## src/rtl/d2f_pkg.sv

```systemverilog
// d2f_pkg: shared types and constants for the double-to-float converter arbiter.
//   d2f_state_e   - arbiter FSM state encoding
//   QNAN32        - result returned to a requester when the converter hangs
//   CV_RST_CYCLES - number of cycles the converter reset is held during recovery
//   sat_inc8      - saturating 8-bit increment for event counters
package d2f_pkg;

    typedef enum logic [2:0] {
        IDLE,
        ISSUE,
        WAIT,
        DELIVER,
        RECOVER
    } d2f_state_e;

    localparam logic [31:0] QNAN32        = 32'h7FC00000;
    localparam int          CV_RST_CYCLES = 2;

    function automatic logic [7:0] sat_inc8(input logic [7:0] v);
        return (v == 8'hFF) ? v : v + 8'd1;
    endfunction

endpackage

```

## src/rtl/d2f_arbiter_rr_arbiter.sv

```systemverilog
// rr_arbiter: combinational round-robin picker.
//   req   in  N   request vector
//   last  in  IW  index granted most recently; the search starts at last+1
//   grant out N   one-hot winner (all zero when no request)
//   idx   out IW  encoded winner
//   any   out 1   at least one request present
module rr_arbiter #(
    parameter int N = 4,
    localparam int IW = $clog2(N)
) (
    input  logic [N-1:0]  req,
    input  logic [IW-1:0] last,
    output logic [N-1:0]  grant,
    output logic [IW-1:0] idx,
    output logic          any
);

    logic [IW:0]   sum;
    logic [IW-1:0] kk;

    // Walk N candidates starting one past the previous winner; the first
    // requester met wins, so the previous winner is examined last.
    always_comb begin
        grant = '0;
        idx   = '0;
        any   = 1'b0;
        sum   = '0;
        kk    = '0;
        for (int off = 1; off <= N; off++) begin
            sum = {1'b0, last} + (IW+1)'(off);
            if (sum >= (IW+1)'(N)) begin
                sum = sum - (IW+1)'(N);
            end
            kk = sum[IW-1:0];
            if (!any && req[kk]) begin
                any       = 1'b1;
                grant[kk] = 1'b1;
                idx       = kk;
            end
        end
    end

endmodule

```

## src/rtl/d2f_arbiter.sv

```systemverilog
// d2f_arbiter: shares one double_to_float converter among N requesters.
//   clk, rst            clock, synchronous active-high reset
//   req_a/stb/ack       per-requester 64-bit operand channels
//   rsp_z/err/stb/ack   shared result bus with per-requester strobes/acks
//   cv_a/stb/ack        converter input channel
//   cv_z/stb/ack        converter output channel
//   cv_rst              converter reset, pulsed by the watchdog only
//   busy                an operation is in flight
//   timeout_cnt         saturating count of watchdog recoveries
//
// state   | meaning
// IDLE    | offering req_ack to the round-robin winner
// ISSUE   | presenting latched operand to converter
// WAIT    | waiting for converter result
// DELIVER | presenting result to granted requester
// RECOVER | converter hung; holding cv_rst, then returning QNaN with err
module d2f_arbiter #(
    parameter int N       = 4,
    parameter int TIMEOUT = 1000
) (
    input  logic            clk,
    input  logic            rst,
    input  logic [N*64-1:0] req_a,
    input  logic [N-1:0]    req_stb,
    output logic [N-1:0]    req_ack,
    output logic [31:0]     rsp_z,
    output logic            rsp_err,
    output logic [N-1:0]    rsp_stb,
    input  logic [N-1:0]    rsp_ack,
    output logic [63:0]     cv_a,
    output logic            cv_a_stb,
    input  logic            cv_a_ack,
    input  logic [31:0]     cv_z,
    input  logic            cv_z_stb,
    output logic            cv_z_ack,
    output logic            cv_rst,
    output logic            busy,
    output logic [7:0]      timeout_cnt
);
    import d2f_pkg::*;

    localparam int IW   = $clog2(N);
    localparam int WD_W = $clog2(TIMEOUT + 1);
    localparam int RC_W = $clog2(CV_RST_CYCLES + 1);
    localparam logic [WD_W-1:0] WD_LAST = WD_W'(TIMEOUT - 1);
    localparam logic [RC_W-1:0] RC_LAST = RC_W'(CV_RST_CYCLES - 1);

    d2f_state_e    state_q, state_d;
    logic [IW-1:0] g_q, last_q;
    logic [63:0]   op_q;
    logic [31:0]   res_q;
    logic          err_q;
    logic [WD_W-1:0] wd_q;
    logic [RC_W-1:0] rc_q;
    logic [7:0]    tcnt_q;

    logic [N-1:0]  arb_grant;
    logic [IW-1:0] arb_idx;
    logic          arb_any;

    logic grant_take, z_take, rec_done, rsp_done, wd_fire;

    rr_arbiter #(.N(N)) u_arb (
        .req   (req_stb),
        .last  (last_q),
        .grant (arb_grant),
        .idx   (arb_idx),
        .any   (arb_any)
    );

    // wd_q counts cycles already spent in ISSUE/WAIT; firing on TIMEOUT-1
    // bounds the stay at exactly TIMEOUT cycles.
    assign wd_fire = ((state_q == ISSUE) || (state_q == WAIT)) && (wd_q == WD_LAST);

    always_comb begin
        state_d    = state_q;
        req_ack    = '0;
        rsp_stb    = '0;
        cv_a_stb   = 1'b0;
        cv_z_ack   = 1'b0;
        cv_rst     = 1'b0;
        grant_take = 1'b0;
        z_take     = 1'b0;
        rec_done   = 1'b0;
        rsp_done   = 1'b0;
        case (state_q)
            IDLE: begin
                // Suppressed during reset so no requester sees a phantom accept.
                if (!rst) begin
                    req_ack = arb_grant;
                end
                if (arb_any) begin
                    grant_take = 1'b1;
                    state_d    = ISSUE;
                end
            end
            ISSUE: begin
                cv_a_stb = 1'b1;
                if (wd_fire) begin
                    state_d = RECOVER;
                end else if (cv_a_ack) begin
                    state_d = WAIT;
                end
            end
            WAIT: begin
                cv_z_ack = 1'b1;
                if (wd_fire) begin
                    state_d = RECOVER;
                end else if (cv_z_stb) begin
                    z_take  = 1'b1;
                    state_d = DELIVER;
                end
            end
            DELIVER: begin
                rsp_stb[g_q] = 1'b1;
                if (rsp_ack[g_q]) begin
                    rsp_done = 1'b1;
                    state_d  = IDLE;
                end
            end
            RECOVER: begin
                cv_rst = 1'b1;
                if (rc_q == RC_LAST) begin
                    rec_done = 1'b1;
                    state_d  = DELIVER;
                end
            end
            default: state_d = IDLE;
        endcase
    end

    always_ff @(posedge clk) begin
        if (rst) begin
            state_q <= IDLE;
            g_q     <= '0;
            last_q  <= IW'(N - 1);
            op_q    <= '0;
            res_q   <= '0;
            err_q   <= 1'b0;
            wd_q    <= '0;
            rc_q    <= '0;
            tcnt_q  <= '0;
        end else begin
            state_q <= state_d;
            if (grant_take) begin
                g_q  <= arb_idx;
                op_q <= req_a[{arb_idx, 6'd0} +: 64];
                wd_q <= '0;
            end else if ((state_q == ISSUE) || (state_q == WAIT)) begin
                wd_q <= wd_q + WD_W'(1);
            end
            rc_q <= (state_q == RECOVER) ? rc_q + RC_W'(1) : '0;
            if (z_take) begin
                res_q <= cv_z;
                err_q <= 1'b0;
            end
            if (rec_done) begin
                res_q  <= QNAN32;
                err_q  <= 1'b1;
                tcnt_q <= sat_inc8(tcnt_q);
            end
            if (rsp_done) begin
                last_q <= g_q;
            end
        end
    end

    assign rsp_z       = res_q;
    assign rsp_err     = err_q;
    assign cv_a        = op_q;
    assign busy        = (state_q != IDLE);
    assign timeout_cnt = tcnt_q;

endmodule
```

## config.mk

```make
export PLATFORM = sky130hd
export DESIGN_NAME = d2f_arbiter
export DESIGN_NICKNAME = d
export VERILOG_FILES = /design/src/rtl/d2f_pkg.sv /design/src/rtl/d2f_arbiter_rr_arbiter.sv /design/src/rtl/d2f_arbiter.sv
export SDC_FILE = /design/constraint.sdc
export NUM_CORES = 1
export LEC_CHECK = 0
export ABC_AREA = 1
export BUFFER_PORTS_ARGS = -buffer_cell sky130_fd_sc_hd__buf_2
export CORE_ASPECT_RATIO = 0.6
export CORE_MARGIN = 10
export CORE_UTILIZATION = 34
export DETAILED_ROUTE_END_ITERATION = 8
export GPL_TIMING_DRIVEN = 0
export PLACE_DENSITY_LB_ADDON = 0.15
export SYNTH_ARGS = -nofsm -noshare
export SYNTH_HDL_FRONTEND = slang
export SYNTH_SLANG_ARGS = --single-unit
```

## constraint.sdc

```tcl
create_clock -name clk -period 2.95 [get_ports clk]
set_input_delay 0.1475 -clock clk [delete_from_list [all_inputs] [get_ports clk]]
set_output_delay 0.1475 -clock clk [all_outputs]
set_load 0.05 [all_outputs]
```

# Yosys cells after proc, flatten, opt, wreduce, memory -nomap -nowiden
# Index checks and enable logic that the tools add are counted.
dict set report classes {
  add_sub_neg 11
  shifts 1
  mul 0
  order_cmp 14
  eq_ne 12
  div_mod_pow 0
  n_reduce_logical 21
  bitwise 5
  n_mux 63
}
# cell count
set op_table {}
lappend op_table {{256-bit by 9-bit variable part select with 64-bit output} 1}
lappend op_table {{31-bit 2-to-1 mux} 2}
lappend op_table {{1-bit 2-to-1 mux} 28}
lappend op_table {{4-bit 2-to-1 mux} 7}
lappend op_table {{3-bit 2-to-1 mux} 7}
lappend op_table {{2-bit 2-to-1 mux} 8}
lappend op_table {{2-bit by 3-bit < comparator with 1-bit output (second input constant)} 5}
lappend op_table {{3-bit one-hot mux with 5 select lines} 1}
lappend op_table {{3-bit >= comparator (second input constant)} 4}
lappend op_table {{4-bit bitwise OR} 3}
lappend op_table {{10-bit by 1-bit adder with 10-bit output (second input constant)} 1}
lappend op_table {{1-bit binary-select mux with 2-bit select} 5}
lappend op_table {{1-bit demux with 2-bit select} 5}
lappend op_table {{10-bit equality test (second input constant)} 1}
lappend op_table {{2-bit by 1-bit >= comparator with 1-bit output (second input constant)} 5}
lappend op_table {{1-bit logical AND} 9}
lappend op_table {{8-bit by 1-bit adder with 8-bit output (second input constant)} 1}
lappend op_table {{8-bit equality test (second input constant)} 1}
lappend op_table {{2-bit by 1-bit subtractor with 2-bit output (second input constant)} 4}
lappend op_table {{2-bit by 2-bit adder with 3-bit output (second input constant)} 2}
lappend op_table {{3-bit by 2-bit equality test with 1-bit output (second input constant)} 2}
lappend op_table {{2-bit != test (second input constant)} 3}
lappend op_table {{3-bit != test (second input constant)} 2}
lappend op_table {{2-bit OR reduction} 3}
lappend op_table {{14 further kinds} 17}
dict set report totals {
  ramBits 0
  elab_cells 137
  inputBits 300
  memories 0
  latch_bits 0
  rom_bits 0
  ff_bits 124
}

# Depth between registers and ports, before layout
# Gate-level depths: netlist of run 1.
dict set report logic_depth {
  ltp_word 18
  mapped_depth 18
  mapped_depth_nobuf 15
}

# Hierarchy
# Synthesis of run 1 repeated with hierarchy kept, for this count alone.
dict set report unflattened {
  hier_cells 1108
  hier_area_um2 7154.4
}
# mod area_per_inst_um2 seq_area_each_um2 instances cells_per_inst
set modules_own_cells {}
lappend modules_own_cells {d2f_arbiter 6696.4 2482.4 1 1034}
lappend modules_own_cells {rr_arbiter 457.9 0.0 1 74}

# Least setup slack after synthesis of run 1
# No wires, ideal clock.
dict set report synth_path {
  path_kind {reg-to-reg}
  from {reg last_q[0]}
  to {reg op_q[23] (netlist: cv_a[23])}
  slack_ps 688
  path_buffers 3
  t_arrival_ps 2149
  required_time_ps 2836
  path_stages_with_launch 16
  setup_ps 114
  cell_sequence {dfxtp_1 buf_4 inv_4 ha_1 inv_1 nand3_1 nand2_1 inv_1 nand2_1 nand3_1 a21oi_1 buf_4 buf_4 nand3_1 nand3_1 nand2_1}
}
dict set report synth_between {
  elab_chain_cells 17
  word_cells_on_any_way 41
  classes_between {add/sub: 8; order compare: 4; shift: 1; mux: 22; reduce/logical: 6}
}
# item line_no
set synth_lines {}
lappend synth_lines {{from (decl)} d2f_arbiter.sv:49} ;# logic [IW-1:0] g_q, last_q;
lappend synth_lines {{from (signal assigned)} d2f_arbiter.sv:136} ;# last_q <= IW'(N - 1);
lappend synth_lines {{from (signal assigned)} d2f_arbiter.sv:163} ;# last_q <= g_q;
lappend synth_lines {{branches (longest 17 deep; another with 2-bit by 1-bit adder with 3-bit output)} --}
lappend synth_lines {{to (signal assigned)} d2f_arbiter.sv:147} ;# op_q <= req_a[{arb_idx, 6'd0} +: 64];
lappend synth_lines {{to (decl)} d2f_arbiter.sv:50} ;# logic [63:0] op_q;
# Several ways; the timed one is not identified. The select of a mux whose other input is x is not followed.
# A chain may end at the register's enable or synchronous reset.

# Worst setup path in the final report of run 1
dict set report layout_path {
  from {reg last_q[1]}
  to {out req_ack[2]}
}
dict set report layout_between {
  elab_chain_cells 17
  word_cells_on_any_way 62
  classes_between {add/sub: 8; order compare: 12; mux: 29; bitwise: 3; reduce/logical: 10}
}
# item line_no
set layout_lines {}
lappend layout_lines {{branches (longest 14 deep; another with 2-bit by 1-bit adder with 3-bit output)} --}
lappend layout_lines {{4-bit 2-to-1 mux (*)} d2f_arbiter_rr_arbiter.sv:35} ;# if (!any && req[kk]) begin
lappend layout_lines {{4-bit 2-to-1 mux (*)} d2f_arbiter.sv:89} ;# if (!rst) begin
lappend layout_lines {{4-bit 2-to-1 mux (*)} d2f_arbiter.sv:86} ;# case (state_q)
lappend layout_lines {{to (decl)} d2f_arbiter.sv:25} ;# output logic [N-1:0] req_ack,
# Every way passes the cells marked *. The select of a mux whose other input is x is not followed.

==> reports/qor.txt, run 1 <==
status: complete, no violations
synth top area cells: dfxtp_1, nand3_1, nand2_1
CTS tree: done
routed wire length: 38200 um
CP dominant cell by count: inv_1
WP depth: 13
Startpoint Class: flip-flop
ratio of cells with drive above 1 in the final layout: 31.2%
Power Dens Cells: 1070 nW/um^2
total CTS buffers: 17
I/O Buffers: 415
core area: 22200 um^2
register area share after synthesis: 32.1%
gr ovfl total: 0
vias per cell: 5.01
list of most frequent post-synthesis cells: nand3_1, nand2_1, inv_1
Clock Pin Slew Worst Setup and Hold Paths: 0.06 ns
fmax: 0.367 GHz
GPL Wtd Cong: 0.906
post-synth top area cell: dfxtp_1
Pleak: 6.20 nW
first-pass GRT wire length: 56300 um
Post-CTS Repair Setup Buffers: 0
CTS Sinks: 124
top-count cell post-synth: nand3_1
row cnt: 42
Inst Count DP: 1966
final setup vio count: 0
critical path cell sequence: inv_1, ha_4, inv_1, nand2_2, nand2_4, nor2_8, nand2_4, nor2_1, inv_1, o21ai_0, nand2_1, inv_1, buf_2
fillers: 2384
Max IR drop VDD: 0.454 mV
Pre-Repair DR Iteration Count: 5
worst path buffer plus inverter count: 5
Hold Path Depth: 5
synth warn: 0
minimum clock period: 2.73 ns
slowest stage delay, CP: 0.41 ns
initial core utilization: 34.8%
unique cell type count in the Yosys netlist: 34
fin cells: 2034
final antenna-violating net count: 0
DRC: 0
Crit path arrival time: 2.58 ns
htree depth: 4
GRT Resource Usage Total: 24.6%
Net Count, Synth: 1554
Slew @ Worst Pin: 0.794 ns
crit path capture type: output pin
Max FO, Critical Path: 8
vias in the first global route: 9542
Hold Fails Final Rpt: 0
Max transition margin: 47.1%
Worst-Skew Late Latency: 0.42 ns
Clock Tree Buf Depth: 2
Synth Flop Type: dfxtp_1
Avg Inst Size Synth: 6.22 um^2
worst hold path class: in -> reg
max-cap viol count: 0
Die Wd: 215 um
final worst clock skew: 0.00728 ns
Synth Cell Area: 7730 um^2
unrepaired setup endpoints after global routing: no
Synth top area share: 32.1%
largest net degree at the start of global routing: 17
Die Area: 29400 um^2
worst setup path category: reg -> out
EDFF count, synth: 0
post-DP HPWL: 30600 um
Crit path max-delay family: buffers and inverters
fin. max-slew vios: 0
slowest CP cell: dfxtp_2
Syn Inst Count: 1243
die height: 137 um
Worst Reg-to-Reg Cells: 15
Iter 0 DRT Violations: 963
Net Switching: 6.39 mW
switching share of power: 53.9%
Root Driver: clkbuf_16
routed len/inst: 18.8 um
FF+latch count, synth: 124
worst path required time: 2.80 ns
final core utilization: 50.2%
Seq pwr share: 21.0%
Area growth syn-to-layout: 44.0%
ys async rst share: 0%
vias after detailed routing: 10.2k
combinational power share: 60.9%
Cell Int Power: 5.47 mW
Final period util: 92.4%
antenna violations before repair: 11
Layout Nets: 2016
io pins: 417
clock network power share: 18.0%
metal layers:
layer | global-route usage, % | vias to the layer above | part of all wire [%] | routed length (um)
met5 | 0 | - | 0.20 | 75
met4 | 5.29 | 12 | 0.87 | 331
met3 | 7.87 | 38 | 7.9 | 3020
met2 | 40.9 | 389 | 48 | 18300
met1 | 30.7 | 4763 | 43 | 16400
li1 | - | 4983 | - | -
placed cells by master, fill, tap and decap left out, types with 10 or more instances in the layout:
cell type,count
clkbuf_16,17
clkbuf_1,20
dfxtp_1,122
ha_1,10
nand2_1,321
buf_4,18
nor3_1,15
dlygate4sd3_1,28
inv_1,141
buf_2,443
nor2_1,50
buf_6,12
nand3_1,391
a21oi_1,39
metrics by stage:
stage	instance area [um^2]	power, mW	setup TNS, ns	hold slack [ns]	setup slack [ns]
final	11100	11.9	0	0.0201	0.223
after global routing	11100	12.6	0	0.0177	0.0716
after CTS	11100	11.8	0	0.00295	0.0470
after detailed placement	10200	9.64	-0.703	0.403	-0.0757
after global placement	10200	9.59	-0.333	0.398	-0.0637
after floorplan	7730	7.56	0	0.290	0.688
worst register-to-register path, cell delays in order (launching register included):
cell	delay [ns]
dfxtp_2	0.41
inv_1	0.20
ha_4	0.35
inv_1	0.06
nand2_2	0.08
nand2_4	0.07
inv_2	0.12
nand2_2	0.13
nand3_2	0.14
buf_4	0.26
buf_2	0.28
nand3_1	0.12
nand3_1	0.13
nand3_1	0.11
nand2_1	0.09
inv_1	0.03
cell families (layout without fill, tap and decap cells):
family / Yosys count / in the layout / share of synthesized area [%]
xor gates and xnor gates: 4 / 4 / 0.453
other: 0 / 8 / 0
buffers and inverters: 234 / 709 / 13.8
DFF: 124 / 124 / 32.1
AOI/OAI and AO/OA: 71 / 71 / 5.26
and+or+nand+nor: 799 / 799 / 46.5
adders and majority gates: 11 / 11 / 1.78
power groups by stage:
stage               Sequential, mW  Clock, mW  Combinational (mW)
finish                        2.49       2.14                7.23
detailed placement            2.52          0                7.12
CTS                           2.49       2.16                7.19
global route                  2.55       2.25                7.82
global placement              2.50          0                7.09
floorplan                     4.13          0                3.43
area by class of cell:
type | count | area (um^2) | share of cell area (%)
Tap cell | 308 | 385 | 3.46
Clock inverter | 15 | 164 | 1.47
Sequential cell | 124 | 2480 | 22.3
Antenna cell | 8 | 20.0 | 0.180
Buffer | 87 | 532 | 4.78
Multi-Input combinational cell | 885 | 4200 | 37.7
Clock buffer | 17 | 425 | 3.82
Timing Repair Buffer | 443 | 2360 | 21.3
Inverter | 147 | 554 | 4.98
path summary, 6_finish.rpt:
check	startpoint	endpoint	slack (ns)
max reg2reg	last_q[1]	cv_a[14]	0.27
min reg2reg	rc_q[0]	rc_q[0]	0.43
min	cv_z[29]	rsp_z[29]	0.02
max	last_q[1]	req_ack[2]	0.22
what timing repair did:
item | CTS | global route
hold endpoints to repair | 28 | 0
hold buffers | 28 | 0
gates resized for setup | 3 | 11
setup endpoints to repair | 52 | 62
state kept, by name, indices dropped and copies added, names as in the netlist:
name	cells
rsp_z	32
cv_a	64
rc_q	2
rsp_err	1
state_q	3
wd_q	10
timeout_cnt	8
g_q	2
last_q	2
Note: power is estimated with default switching activity, not from simulation.
==> inputs of run 2 (changes only) <==
Settings changed: CELL_PAD_IN_SITES_DETAIL_PLACEMENT from default to 1, CELL_PAD_IN_SITES_GLOBAL_PLACEMENT from default to 1, CORE_MARGIN 10 to 2, CORE_UTILIZATION 34 to 30.
==> run 2 against run 1 <==
Maximum frequency down 3.0%. Sequential power barely moved. Sequential cell count did not move. Cell count rose by 1.6%. First-iteration DRC count is 44% lower. Worst setup slack got worse by 0.085 ns. Power is 1.2% higher. Count of clock-buffer cells in the layout stayed put. Largest power group unchanged.
==> reports/qor.txt, run 2 (same netlist as run 1, synthesis figures left out) <==
Inst Count DP: 1987 (was 1966)
Final period util: 95.3% (was 92.4%)
Layout Nets: 2023 (was 2016)
max-cap viol count: 0 (unchanged)
final worst clock skew: 0.00840 ns (was 0.00728 ns)
fin. max-slew vios: 0 (unchanged)
slowest CP cell: dfxtp_2 (unchanged)
Pre-Repair DR Iteration Count: 5 (unchanged)
commonest non-fill, non-tap cell in the layout: buf_2 (unchanged)
Hold Path Sink: rsp_z[24] (was rsp_z[29])
CTS tree: done (unchanged)
ratio of cells with drive above 1 in the final layout: 31.4% (was 31.2%)
CTS Sinks: 124 (unchanged)
uppermost layer routed: met5 (unchanged)
core area: 25300 um^2 (was 22200 um^2)
worst hold path class: in -> reg (unchanged)
crit path capture type: flip-flop (was output pin)
commonest non-fill, non-tap cells in the layout: buf_2, nand3_1, nand2_1 (unchanged)
die height: 128 um (was 137 um)
htree depth: 4 (unchanged)
slowest stage delay, CP: 0.39 ns (was 0.41 ns)
Max transition margin: 52.0% (was 47.1%)
worst setup path category: reg -> reg (was reg -> out)
met2 routed WL: 17100 um (was 18300 um)
Area growth syn-to-layout: 45.4% (was 44.0%)
Clock Tree Buf Depth: 2 (unchanged)
Die Wd: 211 um (was 215 um)
gr ovfl total: 0 (unchanged)
GPL Wtd Cong: 0.881 (was 0.906)
DRC: 0 (unchanged)
worst path required time: 3.32 ns (was 2.80 ns)
Hold Path Depth: 2 (was 5)
Hold Crit Start: cv_z[24] (was cv_z[29])
status: complete, no violations (unchanged)
fin cells: 2066 (was 2034)
FF-to-FF setup slack: 0.14 ns (was 0.27 ns)
total CTS buffers: 17 (unchanged)
met1 wire length: 17200 um (was 16400 um)
Power Dens Cells: 1070 nW/um^2 (about the same)
post-DP HPWL: 30000 um (was 30600 um)
Critical R2R Launch: last_q[0] (was last_q[1])
Root Driver: clkbuf_16 (unchanged)
Crit path arrival time: 3.18 ns (was 2.58 ns)
Slew @ Worst Pin: 0.720 ns (was 0.794 ns)
Startpoint Class: flip-flop (unchanged)
Hold Fails Final Rpt: 0 (unchanged)
Worst Reg-to-Reg Cells: 16 (was 15)
io pins: 417 (unchanged)
WL met3: 2340 um (was 3020 um)
Max FO, Critical Path: 10 (was 8)
Max IR drop VDD: 0.417 mV (was 0.454 mV)
minimum clock period: 2.81 ns (was 2.73 ns)
routed wire length: 37800 um (was 38200 um)
final antenna-violating net count: 0 (unchanged)
final setup vio count: 0 (unchanged)
Worst-Skew Late Latency: 0.42 ns (about the same)
vias in the first global route: 10.3k (was 9542)
critical path cell sequence: buf_6, inv_4, ha_4, inv_1, nand3_1, nand2_1, inv_1, nand2_1, nand3_1, nand2_1, o21ai_4, clkbuf_4, nand3_1, nand3_1, nand2_1, inv_1 (was inv_1, ha_4, inv_1, nand2_2, nand2_4, nor2_8, nand2_4, nor2_1, inv_1, o21ai_0, nand2_1, inv_1, buf_2)
Fin Hold WS: 0.0301 ns (was 0.0201 ns)
routed len/inst: 18.3 um (was 18.8 um)
vias per cell: 4.97 (was 5.01)
largest net degree at the start of global routing: 17 (unchanged)
I/O Buffers: 415 (unchanged)
Iter 0 DRT Violations: 535 (was 963)
first-pass GRT wire length: 57000 um (was 56300 um)
GRT Resource Usage Total: 27.5% (was 24.6%)
Pleak: 6.23 nW (was 6.20 nW)
antenna violations before repair: 13 (was 11)
worst flop-to-flop path endpoint: cv_a[9] (was cv_a[14])
initial core utilization: 30.6% (was 34.8%)
row cnt: 45 (was 42)
Die Area: 27100 um^2 (was 29400 um^2)
Clock Pin Slew Worst Setup and Hold Paths: 0.07 ns (was 0.06 ns)
max reg flops: 64 (unchanged)
vias after detailed routing: 10.3k (was 10.2k)
fmax: 0.356 GHz (was 0.367 GHz)
[run 2: cell count changes in the layout (fill, tap and decap cells not counted), sizes merged]
| cell | change |
|---|---|
| clkbuf | -5 |
| diode | +4 |
| bufinv | -1 |
| dlygate4sd3 | +2 |
| clkinv | -4 |
| buf | +10 |
| clkinvlp | +1 |
| inv | +4 |
[run 2: worst max-delay path by stage]
stage                      end  startpoint
finish                 cv_a[9]   last_q[0]
global placement       cv_a[9]   last_q[1]
global route           cv_a[9]   last_q[0]
detailed placement     cv_a[9]   last_q[1]
floorplan             cv_a[23]   last_q[0]
CTS                 req_ack[2]   last_q[0]
[run 2: repair_timing]
| action | CTS | global route |
|---|---|---|
| hold buffers | 30 | 0 |
| setup endpoints to repair | 64 | 68 |
| pin swaps | 0 | 1 |
| endpoints found under the hold margin | 30 | 0 |
| resized for setup | 5 | 9 |
| buffers inserted | 0 | 5 |
[run 2: critical path, delay by kind of cell, from the launching register on]
family,cells,cell delay [ns]
buffers and inverters,6,0.88
adder cells (fa/ha/maj),1,0.29
flip-flops,1,0.39
AND/OR/NAND/NOR,8,0.99
AO/OA/AOI/OAI,1,0.20
[run 2: metrics by stage]
stage	power, mW	setup slack [ns]	util [%]	area (um^2)	TNS [ns]
2_1_floorplan	7.56	0.688	-	7730	0
3_3_place_gp	9.63	-0.140	40.4	10200	-0.654
3_5_place_dp	9.74	-0.201	40.4	10200	-2.44
4_1_cts	12.0	0.00175	44.0	11100	0
5_1_grt	12.8	-0.00214	44.4	11200	-0.00214
6_report	12.0	0.138	44.4	11200	0
[run 2: area by class of cell]
cell class | instances | area, um^2
antenna | 12 | 30.0
buffer | 87 | 536
clock buffer | 17 | 425
clock inverter | 15 | 174
fill | 3495 | 14000
inverter | 147 | 558
multi-input combinational | 885 | 4200
sequential | 124 | 2490
tap | 329 | 412
timing repair buffer | 450 | 2420
[run 2: power by group]
part	total [mW]	switching [mW]	internal [mW]
combinational	7.34	5.31	2.03
clock	2.16	0.953	1.21
sequential	2.50	0.300	2.20
total	12.0	6.57	5.44
[run 2: metal layers]
metal | vias up | track usage (%)
li1 | 5015 | -
met1 | 4865 | 36.0
met2 | 321 | 44.3
met3 | 72 | 6.32
met4 | 2 | 10.4
met5 | - | 0
==> inputs of run 3 (changes only) <==
Settings changed: PLACE_DENSITY from default to 0.8, PLACE_DENSITY_LB_ADDON 0.15 to default.
==> run 3 against run 2 <==
Non-clock buffer count fell by 7. Global-route usage rose by 0.69 points. Count of clock-buffer cells in the layout rose by 2. Wire length rose by 2.1%. Power fell by 0.88%. Die area did not move. Sequential cell count did not move. Design area fell by 0.96%. Via count rose by 0.73%. Largest power group unchanged.
==> reports/qor.txt, run 3 (same netlist as run 1, synthesis figures left out) <==
fin cells: 2054 (was 2066)
CTS tree: done (unchanged)
vias per cell: 5.04 (was 4.97)
Worst-Skew Late Latency: 0.43 ns (was 0.42 ns)
Pre-Repair DR Iteration Count: 5 (unchanged)
Max transition margin: 46.6% (was 52.0%)
Hold Fails Final Rpt: 0 (unchanged)
Startpoint Class: flip-flop (unchanged)
Design Area, Final: 11100 um^2 (was 11200 um^2)
routed wire length: 38600 um (was 37800 um)
Final TNS setup: 0 ns (unchanged)
I/O Buffers: 415 (unchanged)
row cnt: 45 (unchanged)
status: complete, no violations (unchanged)
first-pass GRT wire length: 58400 um (was 57000 um)
gr ovfl total: 0 (unchanged)
antenna violations before repair: 13 (unchanged)
routed len/inst: 18.8 um (was 18.3 um)
minimum clock period: 2.79 ns (was 2.81 ns)
Root Driver: clkbuf_16 (unchanged)
total CTS buffers: 17 (unchanged)
io pins: 417 (unchanged)
ratio of cells with drive above 1 in the final layout: 31.3% (was 31.4%)
Layout Nets: 2016 (was 2023)
die height: 128 um (unchanged)
total power: 11.9 mW (was 12.0 mW)
initial core utilization: 30.6% (unchanged)
Clock Pin Slew Worst Setup and Hold Paths: 0.06 ns (was 0.07 ns)
worst setup path category: reg -> reg (unchanged)
core area: 25300 um^2 (unchanged)
Pleak: 6.17 nW (was 6.23 nW)
Setup WS post-layout: 0.160 ns (was 0.138 ns)
Inst Count DP: 1987 (unchanged)
final worst clock skew: 0.0108 ns (was 0.00840 ns)
Slew @ Worst Pin: 0.801 ns (was 0.720 ns)
Die Wd: 211 um (unchanged)
final antenna-violating net count: 0 (unchanged)
final core utilization: 44.0% (was 44.4%)
post-DP HPWL: 30500 um (was 30000 um)
max reg flops: 64 (unchanged)
Clock Tree Buf Depth: 2 (unchanged)
GRT Resource Usage Total: 28.2% (was 27.5%)
worst path required time: 3.28 ns (was 3.32 ns)
final setup vio count: 0 (unchanged)
Power Dens Cells: 1070 nW/um^2 (about the same)
Max IR drop VDD: 0.351 mV (was 0.417 mV)
largest net degree at the start of global routing: 17 (unchanged)
Iter 0 DRT Violations: 635 (was 535)
max-cap viol count: 0 (unchanged)
fillers: 3489 (was 3495)
GPL Wtd Cong: 0.898 (was 0.881)
placed cell areas: 10200 um^2 (unchanged)
fmax: 0.358 GHz (was 0.356 GHz)
vias in the first global route: 10.5k (was 10.3k)
Area growth syn-to-layout: 44.0% (was 45.4%)
htree depth: 4 (unchanged)
Final period util: 94.6% (was 95.3%)
DRC: 0 (unchanged)
Fin Hold WS: 0.0106 ns (was 0.0301 ns)
commonest non-fill, non-tap cells in the layout: buf_2, nand3_1, nand2_1 (unchanged)
commonest non-fill, non-tap cell in the layout: buf_2 (unchanged)
Crit path arrival time: 3.12 ns (was 3.18 ns)
CTS Sinks: 124 (unchanged)
unrepaired setup endpoints after global routing: no
Die Area: 27100 um^2 (unchanged)
worst hold path class: in -> reg (unchanged)
dpl ws: -0.218 ns (was -0.201 ns)
crit path capture type: flip-flop (unchanged)
Max FO, Critical Path: 10 (unchanged)
vias after detailed routing: 10.4k (was 10.3k)
fin. max-slew vios: 0 (unchanged)
run 3: area by class of cell:
| cell class | instances | area (um^2) | area share, % |
|---|---|---|---|
| diodes | 7 | 17.5 | 0.157 |
| inverters | 147 | 554 | 4.98 |
| flip-flops and latches | 124 | 2480 | 22.3 |
| multi-input cells | 885 | 4200 | 37.7 |
| clock inverters | 13 | 106 | 0.956 |
| clock buffers | 19 | 453 | 4.07 |
| well taps | 329 | 412 | 3.70 |
| plain buffers | 87 | 539 | 4.85 |
| repair buffers | 443 | 2360 | 21.2 |
run 3: critical path, cell delays in order, from the launching register on:
cell and delay (ns):
dfxtp_2 0.37, buf_4 0.19, inv_4 0.09, ha_4 0.29, inv_1 0.06, nand2_2 0.08
nand2_4 0.07, inv_2 0.13, nand4_1 0.18, nand2_1 0.10, nand2_1 0.16, nand2_2 0.17
buf_12 0.17, buf_6 0.15, nand2_1 0.06, nand3_1 0.14, nand3_1 0.14, nand2_1 0.10
inv_1 0.04
run 3: repair_timing:
action | 4_1_cts | 5_1_grt
pin swaps | 0 | 2
hold buffers | 28 | 0
gates resized for setup | 4 | 13
setup endpoints to repair | 64 | 68
setup buffers | 0 | 0
endpoints found under the hold margin | 28 | 0
run 3: metal layers:
layer  vias up  GRT usage [%]  wire (um)
met5         -              0         55
met2       369           45.1      17700
li1       4993              -          -
met3        71           7.15       2480
met4         8           10.7        965
met1      4909           36.8      17400
run 3: power breakdown:
group          total (mW)  switching, mW  internal [mW]  leakage [nW]
clock network        2.03          0.890           1.14         0.261
registers            2.53          0.332           2.20          1.01
logic                7.34           5.31           2.03          4.90
total                11.9           6.54           5.36          6.17
run 3: final timing paths:
| path | start | endpoint | slack (ns) | depth (start not counted) |
|---|---|---|---|---|
| worst max register to register | last_q[0] | cv_a[11] | 0.16 | 18 |
| worst max-delay path | last_q[0] | cv_a[11] | 0.16 | 18 |
| worst min register to register | rc_q[0] | rc_q[0] | 0.45 | 1 |
| worst min-delay path | cv_z[29] | rsp_z[29] | 0.01 | 5 |
